### src/rtl/hazard_stall_unit_pkg.sv
// Shared pipeline constants and types for the hazard/stall controller and the mult/div unit.
// Keeping latencies here lets the mult/div datapath and the busy tracker agree on timing.
package hazard_stall_unit_pkg;

    localparam logic [5:0] OP_RTYPE     = 6'd0;
    localparam logic [4:0] REG_ZERO     = 5'd0;
    localparam int         MULT_LAT_DEF = 4;
    localparam int         DIV_LAT_DEF  = 32;

    localparam logic [0:0] MD_IDLE = 1'b0;
    localparam logic [0:0] MD_BUSY = 1'b1;

    typedef struct packed {
        logic lu;
        logic jrx;
        logic jrm;
        logic md;
    } hazard_t;

endpackage

### src/rtl/hazard_stall_unit_if.sv
// Signal bundle between the pipeline (master) and the hazard/stall controller (slave).
// All signals are level-qualified per cycle; there is no valid/ready handshake on this bus.
interface hazard_stall_unit_if #(
    parameter int CNT_W = 32
);
    logic [4:0]       Rs_id;
    logic [4:0]       Rt_id;
    logic [5:0]       op_id;
    logic             UsesRt_id;
    logic             Jump_id;
    logic             Taken_id;
    logic             MdUse_id;
    logic [4:0]       Rd_ex;
    logic             MemRead_ex;
    logic             MdStart_ex;
    logic             MdIsDiv_ex;
    logic [4:0]       Rd_mem;
    logic             MemRead_mem;
    logic             PCWrite_o;
    logic             IFIDWrite_o;
    logic             Bubble_o;
    logic             IFIDFlush_o;
    logic             MdBusy_o;
    logic [CNT_W-1:0] StallCnt_o;
    logic [CNT_W-1:0] FlushCnt_o;
    logic [0:0]       md_state_dbg;

    modport master (
        output Rs_id, Rt_id, op_id, UsesRt_id, Jump_id, Taken_id, MdUse_id,
        output Rd_ex, MemRead_ex, MdStart_ex, MdIsDiv_ex, Rd_mem, MemRead_mem,
        input  PCWrite_o, IFIDWrite_o, Bubble_o, IFIDFlush_o, MdBusy_o,
        input  StallCnt_o, FlushCnt_o, md_state_dbg
    );

    modport slave (
        input  Rs_id, Rt_id, op_id, UsesRt_id, Jump_id, Taken_id, MdUse_id,
        input  Rd_ex, MemRead_ex, MdStart_ex, MdIsDiv_ex, Rd_mem, MemRead_mem,
        output PCWrite_o, IFIDWrite_o, Bubble_o, IFIDFlush_o, MdBusy_o,
        output StallCnt_o, FlushCnt_o, md_state_dbg
    );

endinterface

### src/rtl/hazard_stall_unit_md_busy_tracker.sv
// IDLE/BUSY tracker for HI/LO occupancy by the multi-cycle mult/div unit.
// A start always (re)loads the countdown, even when already busy.
module md_busy_tracker
    import hazard_stall_unit_pkg::*;
#(
    parameter int MULT_LAT = MULT_LAT_DEF,
    parameter int DIV_LAT  = DIV_LAT_DEF
) (
    input  logic       clk,
    input  logic       rst,
    input  logic       md_start_i,
    input  logic       md_is_div_i,
    output logic       md_busy_o,
    output logic [0:0] state_o
);

    localparam int MAX_LAT = (MULT_LAT > DIV_LAT) ? MULT_LAT : DIV_LAT;
    localparam int CW      = $clog2(MAX_LAT + 1);

    localparam logic [CW-1:0] MULT_CNT = CW'(MULT_LAT);
    localparam logic [CW-1:0] DIV_CNT  = CW'(DIV_LAT);
    localparam logic [CW-1:0] CNT_ONE  = CW'(1);

    logic [0:0]    state_q, state_d;
    logic [CW-1:0] cnt_q, cnt_d;

    always_comb begin
        state_d = state_q;
        cnt_d   = cnt_q;
        if (md_start_i) begin
            state_d = MD_BUSY;
            cnt_d   = md_is_div_i ? DIV_CNT : MULT_CNT;
        end else if (state_q == MD_BUSY) begin
            if (cnt_q == CNT_ONE) begin
                state_d = MD_IDLE;
                cnt_d   = '0;
            end else begin
                cnt_d = cnt_q - CNT_ONE;
            end
        end
    end

    always_ff @(posedge clk or posedge rst) begin
        if (rst) begin
            state_q <= MD_IDLE;
            cnt_q   <= '0;
        end else begin
            state_q <= state_d;
            cnt_q   <= cnt_d;
        end
    end

    assign md_busy_o = (state_q == MD_BUSY);
    assign state_o   = state_q;

endmodule

### src/rtl/hazard_stall_unit.sv
// Stall/flush controller for the 5-stage pipeline: covers the hazards forwarding cannot,
// and keeps stall/flush performance counters.
module hazard_stall_unit
    import hazard_stall_unit_pkg::*;
#(
    parameter int MULT_LAT = MULT_LAT_DEF,
    parameter int DIV_LAT  = DIV_LAT_DEF,
    parameter int CNT_W    = 32
) (
    input logic                clk,
    input logic                rst,
    hazard_stall_unit_if.slave hz
);

    localparam logic [CNT_W-1:0] CNT_ONE = CNT_W'(1);

    hazard_t          haz;
    logic             is_jr;
    logic             stall;
    logic             flush;
    logic             md_busy;
    logic [0:0]       md_state;
    logic [CNT_W-1:0] stall_cnt_q, stall_cnt_d;
    logic [CNT_W-1:0] flush_cnt_q, flush_cnt_d;

    md_busy_tracker #(
        .MULT_LAT (MULT_LAT),
        .DIV_LAT  (DIV_LAT)
    ) u_md_busy (
        .clk         (clk),
        .rst         (rst),
        .md_start_i  (hz.MdStart_ex),
        .md_is_div_i (hz.MdIsDiv_ex),
        .md_busy_o   (md_busy),
        .state_o     (md_state)
    );

    // jr/jalr reads rs in ID, so a load in EX or MEM cannot be bypassed in time.
    always_comb begin
        is_jr   = hz.Jump_id && (hz.op_id == OP_RTYPE);
        haz.lu  = hz.MemRead_ex && (hz.Rd_ex != REG_ZERO) &&
                  ((hz.Rd_ex == hz.Rs_id) || (hz.UsesRt_id && (hz.Rd_ex == hz.Rt_id)));
        haz.jrx = is_jr && hz.MemRead_ex && (hz.Rd_ex != REG_ZERO) && (hz.Rd_ex == hz.Rs_id);
        haz.jrm = is_jr && hz.MemRead_mem && (hz.Rd_mem != REG_ZERO) && (hz.Rd_mem == hz.Rs_id);
        haz.md  = hz.MdUse_id && md_busy;
        stall   = |haz;
        flush   = hz.Taken_id && !stall;
    end

    always_comb begin
        stall_cnt_d = stall_cnt_q;
        flush_cnt_d = flush_cnt_q;
        if (stall) stall_cnt_d = stall_cnt_q + CNT_ONE;
        if (flush) flush_cnt_d = flush_cnt_q + CNT_ONE;
    end

    always_ff @(posedge clk or posedge rst) begin
        if (rst) begin
            stall_cnt_q <= '0;
            flush_cnt_q <= '0;
        end else begin
            stall_cnt_q <= stall_cnt_d;
            flush_cnt_q <= flush_cnt_d;
        end
    end

    // Reset holds the front end frozen with a bubble regardless of the inputs.
    always_comb begin
        if (rst) begin
            hz.PCWrite_o   = 1'b0;
            hz.IFIDWrite_o = 1'b0;
            hz.Bubble_o    = 1'b1;
            hz.IFIDFlush_o = 1'b0;
        end else begin
            hz.PCWrite_o   = !stall;
            hz.IFIDWrite_o = !stall;
            hz.Bubble_o    = stall;
            hz.IFIDFlush_o = flush;
        end
    end

    assign hz.MdBusy_o     = md_busy;
    assign hz.StallCnt_o   = stall_cnt_q;
    assign hz.FlushCnt_o   = flush_cnt_q;
    assign hz.md_state_dbg = md_state;

endmodule

### src/flat_wrapper.sv
// flat-port wrapper written by rule: the top's interface ports become plain ports
module hazard_stall_unit_flat import hazard_stall_unit_pkg::*;
#(
    parameter int MULT_LAT = MULT_LAT_DEF,
    parameter int DIV_LAT  = DIV_LAT_DEF,
    parameter int CNT_W    = 32
)
  (clk, rst, hz_Rs_id, hz_Rt_id, hz_op_id, hz_UsesRt_id, hz_Jump_id, hz_Taken_id, hz_MdUse_id, hz_Rd_ex, hz_MemRead_ex, hz_MdStart_ex, hz_MdIsDiv_ex, hz_Rd_mem, hz_MemRead_mem, hz_PCWrite_o, hz_IFIDWrite_o, hz_Bubble_o, hz_IFIDFlush_o, hz_MdBusy_o, hz_StallCnt_o, hz_FlushCnt_o, hz_md_state_dbg);
  hazard_stall_unit_if #(.CNT_W(CNT_W)) hz_i ();
  input logic clk;
  input logic rst;
  input wire logic [$bits(hz_i.Rs_id)-1:0] hz_Rs_id;
  input wire logic [$bits(hz_i.Rt_id)-1:0] hz_Rt_id;
  input wire logic [$bits(hz_i.op_id)-1:0] hz_op_id;
  input wire logic [$bits(hz_i.UsesRt_id)-1:0] hz_UsesRt_id;
  input wire logic [$bits(hz_i.Jump_id)-1:0] hz_Jump_id;
  input wire logic [$bits(hz_i.Taken_id)-1:0] hz_Taken_id;
  input wire logic [$bits(hz_i.MdUse_id)-1:0] hz_MdUse_id;
  input wire logic [$bits(hz_i.Rd_ex)-1:0] hz_Rd_ex;
  input wire logic [$bits(hz_i.MemRead_ex)-1:0] hz_MemRead_ex;
  input wire logic [$bits(hz_i.MdStart_ex)-1:0] hz_MdStart_ex;
  input wire logic [$bits(hz_i.MdIsDiv_ex)-1:0] hz_MdIsDiv_ex;
  input wire logic [$bits(hz_i.Rd_mem)-1:0] hz_Rd_mem;
  input wire logic [$bits(hz_i.MemRead_mem)-1:0] hz_MemRead_mem;
  output wire logic [$bits(hz_i.PCWrite_o)-1:0] hz_PCWrite_o;
  output wire logic [$bits(hz_i.IFIDWrite_o)-1:0] hz_IFIDWrite_o;
  output wire logic [$bits(hz_i.Bubble_o)-1:0] hz_Bubble_o;
  output wire logic [$bits(hz_i.IFIDFlush_o)-1:0] hz_IFIDFlush_o;
  output wire logic [$bits(hz_i.MdBusy_o)-1:0] hz_MdBusy_o;
  output wire logic [$bits(hz_i.StallCnt_o)-1:0] hz_StallCnt_o;
  output wire logic [$bits(hz_i.FlushCnt_o)-1:0] hz_FlushCnt_o;
  output wire logic [$bits(hz_i.md_state_dbg)-1:0] hz_md_state_dbg;
  assign hz_i.Rs_id = hz_Rs_id;
  assign hz_i.Rt_id = hz_Rt_id;
  assign hz_i.op_id = hz_op_id;
  assign hz_i.UsesRt_id = hz_UsesRt_id;
  assign hz_i.Jump_id = hz_Jump_id;
  assign hz_i.Taken_id = hz_Taken_id;
  assign hz_i.MdUse_id = hz_MdUse_id;
  assign hz_i.Rd_ex = hz_Rd_ex;
  assign hz_i.MemRead_ex = hz_MemRead_ex;
  assign hz_i.MdStart_ex = hz_MdStart_ex;
  assign hz_i.MdIsDiv_ex = hz_MdIsDiv_ex;
  assign hz_i.Rd_mem = hz_Rd_mem;
  assign hz_i.MemRead_mem = hz_MemRead_mem;
  assign hz_PCWrite_o = hz_i.PCWrite_o;
  assign hz_IFIDWrite_o = hz_i.IFIDWrite_o;
  assign hz_Bubble_o = hz_i.Bubble_o;
  assign hz_IFIDFlush_o = hz_i.IFIDFlush_o;
  assign hz_MdBusy_o = hz_i.MdBusy_o;
  assign hz_StallCnt_o = hz_i.StallCnt_o;
  assign hz_FlushCnt_o = hz_i.FlushCnt_o;
  assign hz_md_state_dbg = hz_i.md_state_dbg;
  hazard_stall_unit #(.MULT_LAT(MULT_LAT), .DIV_LAT(DIV_LAT), .CNT_W(CNT_W)) u_core (.clk(clk), .rst(rst), .hz(hz_i));
endmodule
### config.mk
export PLATFORM = sky130hd
export DESIGN_NAME = hazard_stall_unit_flat
export DESIGN_NICKNAME = d
export VERILOG_FILES = /design/src/rtl/hazard_stall_unit_pkg.sv /design/src/rtl/hazard_stall_unit_if.sv /design/src/rtl/hazard_stall_unit_md_busy_tracker.sv /design/src/rtl/hazard_stall_unit.sv /design/src/flat_wrapper.sv
export SDC_FILE = /design/constraint.sdc
export NUM_CORES = 1
export LEC_CHECK = 0
export ABC_CLOCK_PERIOD_IN_PS = 5000
export CORE_AREA = 2 2 99 101
export DETAILED_ROUTE_END_ITERATION = 8
export DIE_AREA = 0 0 101 103
export GPL_TIMING_DRIVEN = 1
export PLACE_DENSITY_LB_ADDON = 0.08
export SETUP_SLACK_MARGIN = 0.2
export SLEW_MARGIN = 20
export SYNTH_ARGS = -nofsm -noshare
export SYNTH_HDL_FRONTEND = slang
export SYNTH_SLANG_ARGS = --single-unit
export TNS_END_PERCENT = 10
### constraint.sdc
create_clock -name clk -period 5 [get_ports clk]
set_clock_uncertainty 0.2 [all_clocks]
set_input_delay 1.5 -clock clk [delete_from_list [all_inputs] [get_ports clk]]
set_output_delay 1.5 -clock clk [all_outputs]
set_load 0.05 [all_outputs]
==> metrics <==
status=finished clean; vias after detailed routing=3043; chip width=101 um; sw power=0.000687 W; top cells by area, synth=dfrtp_1, xnor2_1, xor2_1; most common cell in the netlist=dfrtp_1; Max clock buf depth=2; CP required=3.30 ns; diodes inserted=0; Peak VDD IR=0.290 mV; hold_buf cts=0; die area=0.0104 mm2; CP startpoint=hz_op_id[1]; multi-input logic area=0.00178 mm2; Setup-failing EPs final=0; total chip power=0.00194 W; combinational fraction of design power=30.5%; critical path capture point type=output port; clock power share=31.6%; FF-to-FF Start=u_core.hz.StallCnt_o[9]; routed wire length per instance=15.1 um; Yosys Warn Count=0; Remaining DRCs=0; Slew @ Worst Pin=0.705 ns; final setup TNS=0 ns; CP startpoint kind=input pin; GR Overflow Total=0; fin. max-slew vios=0; register area=0.00178 mm2; crit-path max FO=3; #FFs+latches synth=71; ys async rst share=100%; CTS Sinks=71; # rows=36; initial antenna violation count=0; cts bufs inserted=9; drt pass-1 iters=4; Max-Slew Margin vs Limit=52.5%; final hold viol count=0; Critical Path End=hz_Bubble_o; reg2reg setup slack=2.57 ns; critical path type=in -> out; core footprint=0.00946 mm2; Synth area leader=dfrtp_1; initial core utilization=38.2%; largest net degree at the start of global routing=49; arrival time worst endpoint=3.06 ns; Post-Synthesis Cells=354; net switching share of the total power=35.3%; Internal=0.00126 W; final setup margin=0.242 ns; Clock Latency Late Sink=0.34 ns; Flop pwr share=37.9%; fin nets=506; # fillers=845; P_leak=2.23 nW; layout cells sized above 1=10.2%; Reg clk slew, reported paths=0.07 ns; top post-synthesis cells by count=dfrtp_1, xnor2_1, nand2_1, nand3_1; Avg Cell Area, Syn=10.2 um2; Routed Wire Length=8850 um; vias in the first global route=2817; initial DRC count=132; RSZ-0062 raised after global routing=true; CTS H-tree depth=3; Tcrit/Tclk final=95.2%; syn nets=394; Reg2Reg Depth=5; synthesized area=0.00361 mm2; clk root buf=clkbuf_8; Post-DP HPWL=6380 um; Via density=5.20; top cell type's share of synthesized area=49.2%; GPL Wtd Cong=0.798; Place WS=-0.136 ns; Post CTS Setup Buffer Count=0; Ports=106; Area growth, synth to finish=41.9%; input/output buffers=105; max_cap viols=0; Hold WC Path Type=reg -> reg; Die Span Y=103 um; Fmax achieved=210 MHz; global-route wire length before repair=14100 um; r2r endpoint=u_core.hz.StallCnt_o[29]; GRT Util Overall=17.4%; synth unique cells=37; Final Critical Period=4.76 ns; antenna viol nets, final=0; Power Density=379 mW/mm2; Seq/Total Area, Yosys=49.2%; Most used DFF post-synth=dfrtp_1; CTS tree=done; Post-synth EDFFs=0; WHS=0.279 ns
-- what timing repair did --
item,4_1_cts,5_1_grt
pin swaps,13,5
gates resized for setup,31,7
setup endpoints to repair,4,4
cloned,0,0
-- layer usage --
layer	track usage (%)	part of all wire [%]	vias to the layer above
met5	0	0	-
met4	6.55	1.4	0
met3	4.00	6.9	10
met2	26.0	44	100
met1	24.6	48	1457
li1	-	-	1476
-- power by group through the flow --
| stage | logic (W) | registers (W) | clock network, W |
|---|---|---|---|
| after global placement | 0.000586 | 0.000744 | 0 |
| after floorplan | 0.000212 | 0.000911 | 0 |
| after detailed placement | 0.000592 | 0.000747 | 0 |
| after global routing | 0.000636 | 0.000753 | 0.000659 |
| after CTS | 0.000598 | 0.000736 | 0.000633 |
| final | 0.000592 | 0.000737 | 0.000615 |
-- cells by family after synthesis --
group | count (synthesis) | share of synthesized area [%]
buffers and inverters | 24 | 3.15
AO/OA/AOI/OAI | 14 | 2.70
flip-flops | 71 | 49.2
AND/OR/NAND/NOR | 163 | 24.4
adder cells (fa/ha/maj) | 4 | 1.39
XOR/XNOR | 77 | 18.9
multiplexers | 1 | 0.312
-- layout make-up --
type,instances,area share (%)
multi-input cells,259,34.7
flip-flops and latches,71,34.7
well taps,114,2.78
clock buffers,11,2.76
inverters,10,0.732
repair buffers,115,21.9
clock inverters,5,2.51
-- sequential cells by signal (all words and copies together) (netlist names) --
name,count
u_core.u_md_busy.md_busy_o,1
u_core.hz.FlushCnt_o,32
u_core.u_md_busy.cnt_q,6
u_core.hz.StallCnt_o,32
-- placed cells by master (no fill, tap or decap), types with 8 or more instances in the layout --
cell,instances
clkdlybuf4s50_1,85
dfrtp_1,71
xnor2_1,49
nand3_1,30
nand2_1,29
nand4_1,27
xor2_1,27
nor3_1,18
and3_1,13
nor4_1,12
nor2_1,10
clkbuf_8,10
dlygate4sd2_1,10
buf_4,10
inv_1,8
-- stage by stage --
stage	instance area, um2	instances	utilization [%]
finish	5130	585	54.2
global route	5130	585	54.2
CTS	5140	585	54.3
detailed placement	4830	569	51.0
global placement	4830	569	51.0
floorplan	3620	354	-
-- how the worst min path moves through the flow --
stage | slack (ns) | from | cells past startpoint | endpoint
after floorplan | 0.26 | u_core.u_md_busy.cnt_q[4] | 1 | u_core.u_md_busy.cnt_q[4]
after global placement | 0.26 | u_core.hz.FlushCnt_o[31] | 1 | u_core.hz.FlushCnt_o[31]
after detailed placement | 0.27 | u_core.hz.FlushCnt_o[31] | 1 | u_core.hz.FlushCnt_o[31]
after CTS | 0.29 | u_core.hz.FlushCnt_o[31] | 1 | u_core.hz.FlushCnt_o[31]
after global routing | 0.30 | u_core.hz.StallCnt_o[31] | 1 | u_core.hz.StallCnt_o[31]
final | 0.28 | u_core.hz.FlushCnt_o[31] | 1 | u_core.hz.FlushCnt_o[31]
-- worst max-delay path, cell delays in order --
cell and delay (ns):
clkbuf_2 0.08, or4_4 0.54, nor4_4 0.28, a32o_2 0.26
a21o_4 0.14, nor2_4 0.05, inv_2 0.07, buf_12 0.13
(Power assumes the default switching activity.)
